### src/rtl/mips_pkg.sv
// mips_pkg -- constants and types shared by the instruction-fetch slice.
//   NOP       : instruction word delivered in place of a squashed fetch
//   PC_INC    : byte distance between consecutive instruction words
//   fetch_state_t : FETCH (request outstanding) / HOLD (word parked, no request)
//   next_pc   : sequential successor of a PC, wrapping modulo 2^32
//   align_pc  : force a redirect address onto a word boundary
package mips_pkg;

  localparam logic [31:0] NOP    = 32'h0000_0000;
  localparam logic [31:0] PC_INC = 32'd4;

  typedef enum logic {
    FETCH = 1'b0,
    HOLD  = 1'b1
  } fetch_state_t;

  function automatic logic [31:0] next_pc(input logic [31:0] pc);
    return pc + PC_INC;
  endfunction

  function automatic logic [31:0] align_pc(input logic [31:0] addr);
    return addr & ~32'h0000_0003;
  endfunction

endpackage

### src/rtl/ifetch_if.sv
// ifetch_if -- instruction-memory port of the fetch stage.
//   imem_req   : fetch stage is asking for the word at imem_addr
//   imem_addr  : word-aligned fetch address (the current PC)
//   imem_ready : memory side says imem_rdata is valid for imem_addr this cycle
//   imem_rdata : instruction word
// Handshake: a word is consumed on a rising clock edge where imem_req and
// imem_ready are both high; imem_addr stays put until that happens (or until
// a redirect/reset moves it). imem_ready seen while imem_req is low is ignored.
// Modports: master = fetch stage, slave = instruction memory.
interface ifetch_if;

  logic        imem_req;
  logic [31:0] imem_addr;
  logic        imem_ready;
  logic [31:0] imem_rdata;

  modport master (
    output imem_req,
    output imem_addr,
    input  imem_ready,
    input  imem_rdata
  );

  modport slave (
    input  imem_req,
    input  imem_addr,
    output imem_ready,
    output imem_rdata
  );

endinterface

### src/rtl/ifetch_skid.sv
// ifetch_skid -- one-entry buffer for a fetched word that arrived while the
// decode stage was stalled.
//   clk, reset : clock, synchronous active-low reset
//   load       : capture load_instr/load_addr and mark full
//   drain      : entry has been handed downstream; mark empty
//   clear      : discard the entry (redirect)
//   load_instr, load_addr : incoming instruction and its PC+4
//   instr, addr, full     : stored entry and occupancy flag
// Priority: reset, clear, load, drain.
module ifetch_skid
  import mips_pkg::*;
(
  input  logic        clk,
  input  logic        reset,
  input  logic        load,
  input  logic        drain,
  input  logic        clear,
  input  logic [31:0] load_instr,
  input  logic [31:0] load_addr,
  output logic [31:0] instr,
  output logic [31:0] addr,
  output logic        full
);

  always_ff @(posedge clk) begin
    if (!reset || clear) begin
      instr <= NOP;
      addr  <= 32'h0000_0000;
      full  <= 1'b0;
    end else if (load) begin
      instr <= load_instr;
      addr  <= load_addr;
      full  <= 1'b1;
    end else if (drain) begin
      full  <= 1'b0;
    end
  end

endmodule

### src/rtl/ifetch.sv
// ifetch -- instruction-fetch stage feeding the IF/ID register.
// Parameter RESET_VECTOR : PC loaded by reset.
// Ports:
//   clk, reset            : clock, synchronous active-low reset
//   stall                 : decode hazard; IF/ID outputs frozen while high
//   branch_taken/_target  : redirect from a later stage (overrides stall)
//   imem                  : instruction-memory port (ifetch_if.master)
//   addressout            : PC+4 of the delivered instruction
//   instructionout        : delivered instruction
//   validout              : addressout/instructionout carry a real instruction
//   fsm_state             : current FETCH/HOLD state, for observation
//   fetch_stall_cnt       : only with IFETCH_PERF_CNT_EN defined; saturating
//                           count of cycles spent in HOLD or waiting on memory
// A word arriving while stalled is parked in ifetch_skid and the stage stops
// requesting (HOLD) until the stall lifts, so no memory response is lost.
module ifetch
  import mips_pkg::*;
#(
  parameter logic [31:0] RESET_VECTOR = 32'h0000_0000
) (
  input  logic         clk,
  input  logic         reset,
  input  logic         stall,
  input  logic         branch_taken,
  input  logic [31:0]  branch_target,
  ifetch_if.master     imem,
  output logic [31:0]  addressout,
  output logic [31:0]  instructionout,
  output logic         validout,
  output fetch_state_t fsm_state
`ifdef IFETCH_PERF_CNT_EN
  ,
  output logic [31:0]  fetch_stall_cnt
`endif
);

  fetch_state_t state;
  logic [31:0]  pc;

  logic         skid_load;
  logic         skid_drain;
  logic [31:0]  skid_instr;
  logic [31:0]  skid_addr;
  logic         skid_full;

  assign imem.imem_req  = (state == FETCH);
  assign imem.imem_addr = pc;
  assign fsm_state      = state;

  // A redirect wins over everything, so a word returned in the redirect
  // cycle never reaches the buffer.
  assign skid_load  = !branch_taken && (state == FETCH) && imem.imem_ready && stall;
  assign skid_drain = !branch_taken && (state == HOLD) && !stall;

  ifetch_skid u_skid (
    .clk        (clk),
    .reset      (reset),
    .load       (skid_load),
    .drain      (skid_drain),
    .clear      (branch_taken),
    .load_instr (imem.imem_rdata),
    .load_addr  (next_pc(pc)),
    .instr      (skid_instr),
    .addr       (skid_addr),
    .full       (skid_full)
  );

  always_ff @(posedge clk) begin
    if (!reset) begin
      state          <= FETCH;
      pc             <= RESET_VECTOR;
      addressout     <= 32'h0000_0000;
      instructionout <= NOP;
      validout       <= 1'b0;
    end else if (branch_taken) begin
      state          <= FETCH;
      pc             <= align_pc(branch_target);
      addressout     <= 32'h0000_0000;
      instructionout <= NOP;
      validout       <= 1'b0;
    end else begin
      case (state)
        FETCH: begin
          if (imem.imem_ready) begin
            pc <= next_pc(pc);
            if (stall) begin
              state <= HOLD;
            end else begin
              addressout     <= next_pc(pc);
              instructionout <= imem.imem_rdata;
              validout       <= 1'b1;
            end
          end else if (!stall) begin
            // Bubble into decode while memory is busy.
            validout <= 1'b0;
          end
        end
        HOLD: begin
          if (!stall) begin
            addressout     <= skid_addr;
            instructionout <= skid_instr;
            validout       <= skid_full;
            state          <= FETCH;
          end
        end
        default: state <= FETCH;
      endcase
    end
  end

`ifdef IFETCH_PERF_CNT_EN
  logic [31:0] stall_cnt;

  always_ff @(posedge clk) begin
    if (!reset) begin
      stall_cnt <= 32'h0000_0000;
    end else if (((state == HOLD) || !imem.imem_ready) && (stall_cnt != 32'hFFFF_FFFF)) begin
      stall_cnt <= stall_cnt + 32'd1;
    end
  end

  assign fetch_stall_cnt = stall_cnt;
`endif

endmodule

### src/flat_wrapper.sv
// flat-port wrapper written by rule: the top's interface ports become plain ports
module ifetch_flat import mips_pkg::*;
#(
  parameter logic [31:0] RESET_VECTOR = 32'h0000_0000
)
  (clk, reset, stall, branch_taken, branch_target, addressout, instructionout, validout, fsm_state, imem_imem_req, imem_imem_addr, imem_imem_ready, imem_imem_rdata);
  ifetch_if imem_i ();
  input  logic clk;
  input  logic reset;
  input  logic stall;
  input  logic branch_taken;
  input  logic [31:0] branch_target;
  output logic [31:0] addressout;
  output logic [31:0] instructionout;
  output logic validout;
  output fetch_state_t fsm_state;
  output wire logic [$bits(imem_i.imem_req)-1:0] imem_imem_req;
  output wire logic [$bits(imem_i.imem_addr)-1:0] imem_imem_addr;
  input wire logic [$bits(imem_i.imem_ready)-1:0] imem_imem_ready;
  input wire logic [$bits(imem_i.imem_rdata)-1:0] imem_imem_rdata;
  assign imem_imem_req = imem_i.imem_req;
  assign imem_imem_addr = imem_i.imem_addr;
  assign imem_i.imem_ready = imem_imem_ready;
  assign imem_i.imem_rdata = imem_imem_rdata;
  ifetch #(.RESET_VECTOR(RESET_VECTOR)) u_core (.clk(clk), .reset(reset), .stall(stall), .branch_taken(branch_taken), .branch_target(branch_target), .imem(imem_i), .addressout(addressout), .instructionout(instructionout), .validout(validout), .fsm_state(fsm_state));
endmodule
### config.mk
export PLATFORM = sky130hd
export DESIGN_NAME = ifetch_flat
export DESIGN_NICKNAME = d
export VERILOG_FILES = /design/src/rtl/mips_pkg.sv /design/src/rtl/ifetch_if.sv /design/src/rtl/ifetch_skid.sv /design/src/rtl/ifetch.sv /design/src/flat_wrapper.sv
export SDC_FILE = /design/constraint.sdc
export NUM_CORES = 1
export LEC_CHECK = 0
export ABC_CLOCK_PERIOD_IN_PS = 4600
export CAP_MARGIN = 20
export CORE_ASPECT_RATIO = 1.5
export CORE_MARGIN = 2
export CORE_UTILIZATION = 45
export DETAILED_ROUTE_END_ITERATION = 7
export PLACE_DENSITY_LB_ADDON = 0.12
export SYNTH_ARGS = -nofsm -noshare
export SYNTH_HDL_FRONTEND = slang
export SYNTH_SLANG_ARGS = --single-unit
### constraint.sdc
create_clock -name clk -period 4.6 [get_ports clk]
set_clock_uncertainty 0.2 [all_clocks]
set_input_delay 1.15 -clock clk [delete_from_list [all_inputs] [get_ports clk]]
set_output_delay 1.15 -clock clk [all_outputs]
set_load 0.01 [all_outputs]
==> Yosys cells after proc, flatten, opt, wreduce, memory -nomap -nowiden <==
Cells that the tools add are included.
{ "word_totals": {"register_bits": 163, "input_bits": 69, "output_inout_bits": 99} }
{ "op_classes": {"add_sub_neg": 1, "eq_ne": 4, "muxes": 21, "bitwise_logic": 2, "n_reduce_logical": 16} }
{ "op_table": {"columns": ["cell", "count"], "rows": [
  ["$mux W32", 9],
  ["$pmux W32 S2", 2],
  ["$add A32 B3 Y32 const B", 1],
  ["$mux W1", 8],
  ["$ne A2 B2 Y1 const B", 3],
  ["$reduce_and A2 Y1", 3],
  ["$logic_and A1 B1 Y1", 5],
  ["$pmux W1 S2", 2],
  ["$reduce_bool A2 Y1", 2],
  ["$logic_not A1 Y1", 3],
  ["$reduce_and A3 Y1", 1],
  ["$ne A2 B1 Y1 const B", 1],
  ["$not A1 Y1", 2],
  ["$reduce_or A2 Y1", 1],
  ["$logic_or A1 B1 Y1", 1]
]} }

==> Longest topological paths before layout <==
Gate-level depths: netlist of run 1.
{ "depth": {"depth_word": 5, "ltp_mapped": 8} }

==> Hierarchy <==
A second synthesis of run 1 with hierarchy kept.
{ "unflattened": {"hier_cells": 834, "hier_area_um2": 7433.4} }
{ "by_module_without_submodules": {"columns": ["mod", "n_inst", "cells_per_inst", "area_per_inst_um2"], "rows": [
  ["ifetch", 1, 623, 5076.1],
  ["ifetch_skid", 1, 211, 2357.3]
]} }

==> Least setup slack after synthesis of run 1 <==
OpenSTA, ideal clock, no wires.
{ "synth_path": {"kind": "input to register", "from": "in imem_imem_ready", "to": "reg u_core.u_skid.addr[3]", "setup_time_ns": 0.070, "arrival_time_ns": 2.431, "path_slack_ns": 1.898, "stages": 6, "path_buffers": 2, "cell_sequence": "nand2b_1 -> nor3_1 -> clkbuf_1 -> clkbuf_1 -> nand2_1 -> a21oi_1"} }
{ "synth_via": {"elab_chain_len": 2} }
{ "synth_lines": {"columns": ["element", "line", "source"], "rows": [
  ["start, declared", "flat_wrapper.sv:19", "input wire logic [$bits(imem_i.imem_ready)-1:0] imem_imem_ready;"],
  ["$logic_and A1 B1 Y1 (2 in a row)", "ifetch.sv:52", "assign skid_load = !branch_taken && (state == FETCH) && imem.imem_ready && stall;"],
  ["end signal, assigned", "ifetch_skid.sv:32", "addr <= load_addr;"],
  ["end, declared", "ifetch_skid.sv:21", "output logic [31:0] addr,"]
]} }
No other way between the ends.
A chain may end at the register's enable or synchronous reset.

==> Worst setup path after layout of run 1 <==
{ "layout_path": {"from": "in imem_imem_ready", "to": "reg u_core.pc[25], in the netlist u_core.imem.imem_addr[25]"} }
{ "layout_via": {"elab_chain_len": 2} }
{ "layout_lines": {"columns": ["element", "line", "source"], "rows": [
  ["$reduce_bool A2 Y1 (no source line)", null, null],
  ["$reduce_and A2 Y1 (no source line)", null, null],
  ["end signal, assigned", "ifetch.sv:77", "pc <= align_pc(branch_target);"],
  ["end signal, assigned", "ifetch.sv:85", "pc <= next_pc(pc);"],
  ["end, declared", "ifetch.sv:38", "logic [31:0] pc;"]
]} }
No other way between the ends.

==> flow_metrics.tcl, run 1 <==
set metrics [dict create \
    via_per_inst 5.30 \
    grt_overflow 0 \
    clkTransAtPathRegs_ns 0.07 \
    root_buffer "clkbuf_16" \
    synth_edf_count 0 \
    worst_slew_pin_slew_ns 0.721 \
    antenna_cells 0 \
    stdcell_area_um2 9350 \
    maxSlewHeadroom_pct 51.9 \
    critical_path_class "in2reg" \
    crit_fanout 5 \
    final-seq-area_um2 3140 \
    clock_latency_ns 0.41 \
    antenna_found_initial 0 \
    rr_startpoint "u_core.imem.imem_addr[2]" \
    holdWs_ns 0.250 \
    drive_above_1_share_pct 6.50 \
    ir_drop_uv 198 \
    cap_violations 0 \
    crit_required_ns 4.69 \
    place.gp.congestion 0.804 \
    h-tree-depth 4 \
    vias 6302 \
    ys.flop_type "dfxtp_1" \
    cts_tree "yes" \
    yosys_warnings 0 \
    finalCriticalPeriod_ns 3.20 \
    synth_cell_types 50 \
    fin_ws_ns 1.40 \
    dp_slack_ns 0.992 \
    postCtsHoldBufs 0 \
    placed_area_um2 8780 \
    r2r_end "u_core.addressout[30]" \
    hp-start "u_core.addressout[6]" \
    nets 1042 \
    wl_met1_mm 8.18 \
    grt_max_degree 78 \
    cts_buffers 17 \
    met3_length_um 738 \
    cts.sink_count 157 \
    firstDrtPassIters 4 \
    min_path_type "reg2reg" \
    finalHoldViolCount 0 \
    synthArstFlopShare_pct 0 \
    top_layer_used "met4" \
    stdcell_count 1188 \
    cts_resized 0 \
    ys_ff_latch 157 \
    multiInputGateArea_um2 3610 \
    dp_cells 1156 \
    routed_wl_mm 18.5 \
    start_util_pct 45.7 \
    rsz0062_at_grt "no" \
    cp-start-kind "input port" \
    post_cts_buffers 0 \
    critPathArrivalTime_ns 3.29 \
    die_h_um 158 \
    synth_area_leader_cell "dfxtp_1" \
    power.leakage_nw 3.13 \
    final_util_pct 60.4 \
    die_x_um 106 \
    ant_nets 0 \
    first_iter_violations 339 \
    wl_per_cell_um 15.6 \
    status "completed" \
    drv_slew 0 \
    rows 56 \
    cp_top_family "simple AND/OR/NAND/NOR gates" \
    gr-usage-all-layers_pct 22.2 \
    synthCells 852 \
    die_area_um2 16800 \
    portBuffers 161 \
    synth_top_area_share_pct 44.5 \
    syn_to_final_growth_pct 32.3 \
    reg2regPathDepth 6 \
    wl_met2_mm 9.39 \
    path_buf_inv 1 \
    ys_top_cells_by_area "dfxtp_1, nand2_1, a21oi_1" \
    syn_area_um2 7070 \
    end_kind "register" \
    power.density_nw_per_um2 338 \
    cts_max_path_buffers 2 \
    min_to "u_core.addressout[6]" \
    core_um2 15500 \
    cp_slowest_stage_delay_ns 0.54 \
    path_cells "clkdlybuf4s50_1 > nor2b_1 > nand4_1 > nor4_1 > xnor2_1 > a21oi_1" \
    hpwl_mm 12.5 \
    grt_pass1_wl_mm 29.9 \
    critPathSlowestCell "clkdlybuf4s50_1" \
    fillers 1459 \
    drcViolationCount 0 \
    fin_crit_sh_pct 69.5 \
    grt_pass1_vias 5714 \
    avgSynthCellArea_um2 8.30 \
    r2r_setup_slack_ns 1.52 \
    power.total_mw 3.16 \
    synth_seq_area_share_pct 44.5 \
    whs_path_depth 2 \
    final-setup-viol-count 0 \
    fmax_mhz 313 \
    ioPinCount 168 \
    finalSetupTns_ns 0 \
]
layout by cell type, fill, tap and decap left out, types with 4 or more instances in the layout:
cell type        netlist  routed
clkdlybuf4s50_1        0     161
dfxtp_1              157     156
nand2_1              110     110
a21oi_1               80      80
nor2_1                71      70
o21ai_0               54      53
a211oi_1              48      48
mux2i_1               36      36
xnor2_1               30      30
nand3_1               24      24
clkbuf_16              0      17
nor3_1                17      16
xor2_1                16      16
buf_4                  6      16
and3_1                15      15
nand4_1               14      14
o22ai_1               13      13
nor4_1                12      12
a31oi_1                7       7
and2_1                 6       6
nor2b_1                6       6
nand2b_1               7       6
or3_1                  6       6
inv_1                  5       5
inv_6                  0       5
and4_1                 4       4
o211a_1                4       4
o211ai_1               4       4
conb_1                 1       4
worst register-to-register path: stages, from the launching register on:
cell and delay [ns]:
dfxtp_1 0.50, ha_1 0.32, nand4_1 0.28, or4_4 0.73, nor4_1 0.57, mux2i_1 0.26, o21ai_0 0.09
logic make-up after synthesis:
group	Yosys count	share of synthesized area [%]
multiplexers	36	5.10
buffers and inverters	86	5.03
AND/OR/NAND/NOR	304	20.8
flip-flops	157	44.5
adder cells (fa/ha/maj)	1	0.177
AO/OA/AOI/OAI	221	18.7
other	1	0.0530
XOR/XNOR	46	5.70
cell usage after synthesis (2+ instances only):
cell type	count
nand2_1	110
and2_1	6
xnor2_1	30
nand4_1	14
nand2b_1	7
a211oi_1	48
xor2_1	16
clkbuf_1	62
o21ai_0	54
a31oi_1	7
clkbuf_2	2
a21oi_1	80
mux2i_1	36
buf_1	4
o22ai_1	13
or3_1	6
o211a_1	4
nor2b_1	6
dfxtp_1	157
o211ai_1	4
inv_1	5
nor3_1	17
nand3_1	24
buf_4	6
and4_1	4
and3_1	15
or4_4	2
buf_2	6
a21boi_0	2
nor4_2	2
nand4b_1	2
nor4_1	12
nor2_1	71
a31o_2	2
sequential cells by signal, summed over array words and instances, names as in the netlist:
register               cells
u_core.addressout         30
u_core.u_skid.instr       32
u_core.imem.imem_addr     30
u_core.validout            1
u_core.u_skid.full         1
u_core.fsm_state           1
u_core.instructionout     32
u_core.u_skid.addr        30
layer usage:
| metal | vias to the layer above | GRT usage (%) |
|---|---|---|
| met5 | - | 0 |
| met4 | 0 | 6.39 |
| met3 | 13 | 4.51 |
| met2 | 144 | 38.6 |
| met1 | 2890 | 27.8 |
| li1 | 3255 | - |
power by group:
| part | total, mW | internal [mW] | switching (mW) |
|---|---|---|---|
| sequential | 1.46 | 1.40 | 0.0537 |
| combinational | 0.352 | 0.177 | 0.175 |
| clock | 1.36 | 0.769 | 0.587 |
| total | 3.16 | 2.35 | 0.815 |
cell type report:
type	instances	share of cell area (%)
clock buffers	18	4.70
repair buffers	178	18.7
clock inverters	14	1.42
flip-flops and latches	157	33.6
well taps	203	2.72
multi-input cells	612	38.6
inverters	6	0.241
worst max path at each step:
stage                    startpoint                        end  slack [ns]  depth (start not counted)
finish              imem_imem_ready  u_core.imem.imem_addr[25]        1.40                          6
global route        imem_imem_ready      u_core.u_skid.addr[5]        1.28                          6
CTS                 imem_imem_ready  u_core.imem.imem_addr[25]        1.42                          6
detailed placement  imem_imem_ready  u_core.imem.imem_addr[25]        0.99                          6
global placement    imem_imem_ready  u_core.imem.imem_addr[25]        1.01                          6
floorplan           imem_imem_ready      u_core.u_skid.addr[3]        1.90                          6
Power figures use the tool's default switching activity.
==> inputs of run 2 (changes only) <==
- ABC_CLOCK_PERIOD_IN_PS: 4600 -> 3100
- clock period: 4.6 -> 3.1 ns (I/O delays scaled with it)
==> flow_metrics.tcl, run 2 (synthesized netlist as in run 1, its figures left out) <==
set metrics [dict create \
    status "completed" \
    finalHoldViolCount 0 \
    r2r_setup_slack_ns 0.40 \
    drcViolationCount 0 \
    ant_nets 0 \
    cts_buffers 17 \
    final-seq-area_um2 3140 \
    core_um2 15500 \
    min_path_type "reg2reg" \
    routed_wl_mm 18.9 \
    multiInputGateArea_um2 3610 \
    whs_path_depth 2 \
    final_cell_mix "clkdlybuf4s50_1, dfxtp_1, nand2_1, a21oi_1, nor2_1" \
    start_util_pct 45.7 \
    maxSlewHeadroom_pct 53.7 \
    finalCriticalPeriod_ns 2.70 \
    gr-usage-all-layers_pct 23.1 \
    power.density_nw_per_um2 515 \
    die_h_um 158 \
    first_iter_violations 337 \
    grt_max_degree 104 \
    holdWs_ns 0.248 \
    root_buffer "clkbuf_16" \
    reg_top3 "u_core.instructionout: 32 flops, u_core.u_skid.instr: 32 flops" \
    reg2regPathDepth 7 \
    grt_pass1_vias 6136 \
    dp_slack_ns 0.173 \
    hpwl_mm 12.7 \
    clock_latency_ns 0.42 \
    fmax_mhz 370 \
    final-setup-viol-count 0 \
    path_buf_inv 1 \
    fillers 1426 \
    via_per_inst 5.36 \
    die_area_um2 16800 \
    fin_crit_sh_pct 87.1 \
    power.leakage_nw 3.28 \
    path_cells "ha_1 > nand4_1 > or4_4 > nor4_1 > buf_4 > mux2i_1 > o21ai_0" \
    cts_resized 0 \
    cp-start-kind "register" \
    ir_drop_uv 343 \
    critical_path_class "reg2reg" \
    nets 1061 \
    vias 6468 \
    portBuffers 161 \
    drv_slew 0 \
    rsz0062_at_grt "no" \
    fin_ws_ns 0.399 \
    rows 56 \
    finalSetupTns_ns 0 \
    antenna_cells 0 \
    grt_pass1_wl_mm 30.9 \
    critPathArrivalTime_ns 2.78 \
    post_cts_buffers 0 \
    final_common_cell "clkdlybuf4s50_1" \
    cp_top_family "simple AND/OR/NAND/NOR gates" \
    crit_required_ns 3.18 \
    crit_fanout 12 \
    cp_slowest_stage_delay_ns 0.69 \
    place.gp.congestion 0.822 \
    postCtsHoldBufs 0 \
    die_x_um 106 \
    antenna_found_initial 0 \
    ioPinCount 168 \
    clkTransAtPathRegs_ns 0.07 \
    stdcell_area_um2 9610 \
    placed_area_um2 8970 \
    firstDrtPassIters 4 \
    syn_to_final_growth_pct 35.9 \
    critPathSlowestCell "or4_4" \
    h-tree-depth 4 \
    grt_overflow 0 \
    cap_violations 0 \
    wl_per_cell_um 15.7 \
    cts_max_path_buffers 2 \
    drive_above_1_share_pct 8.27 \
    end_kind "register" \
    cts.sink_count 157 \
    worst_slew_pin_slew_ns 0.694 \
    cts_tree "yes" \
    final_util_pct 62.0 \
    cp.depth 7 \
]
[run 2: cell count changes in the layout (fill, tap and decap cells not counted)]
| cell | before | now |
|---|---|---|
| clkinv_4 | 3 | 1 |
| bufinv_16 | 1 | 3 |
| buf_4 | 16 | 31 |
| clkinvlp_4 | 3 | 1 |
| buf_12 | 1 | 5 |
| inv_8 | 0 | 4 |
| clkinv_2 | 2 | 0 |
[run 2: power by group]
part / switching (mW) / internal (mW)
Combinational: 0.282 / 0.283
Clock: 0.912 / 1.33
Sequential: 0.0645 / 2.08
[run 2: per-stage QoR]
stage / power [mW] / cells
6_report: 4.95 / 1207
2_1_floorplan: 2.47 / 855
3_3_place_gp: 2.75 / 1175
3_5_place_dp: 2.76 / 1175
4_1_cts: 4.99 / 1207
5_1_grt: 5.13 / 1207
[run 2: cell type report]
type	count	share of cell area, %
clock buffers	18	4.57
inverters	6	0.234
clock inverters	14	2.03
repair buffers	197	20.2
multi-input cells	612	37.5
flip-flops and latches	157	32.7
well taps	203	2.64
[run 2: worst min-delay path, cell delays in order (launching register included)]
cell     delay (ns)
dfxtp_1        0.31
nand2_1        0.05
a21oi_1        0.05
[run 2: path summary, 6_finish.rpt]
check	from	endpoint
worst min register to register	u_core.addressout[2]	u_core.addressout[2]
worst max register to register	u_core.imem.imem_addr[3]	u_core.addressout[30]
worst max-delay path	u_core.imem.imem_addr[3]	u_core.addressout[30]
worst min-delay path	u_core.addressout[2]	u_core.addressout[2]
[run 2: per-layer routing]
layer  up-vias  share of wire (%)  global-route usage [%]
met5         -                  0                       0
met4         0                2.1                    8.08
met3        26                4.1                    4.55
met2       166                 50                    39.8
met1      2993                 44                    28.5
li1       3283                  -                       -
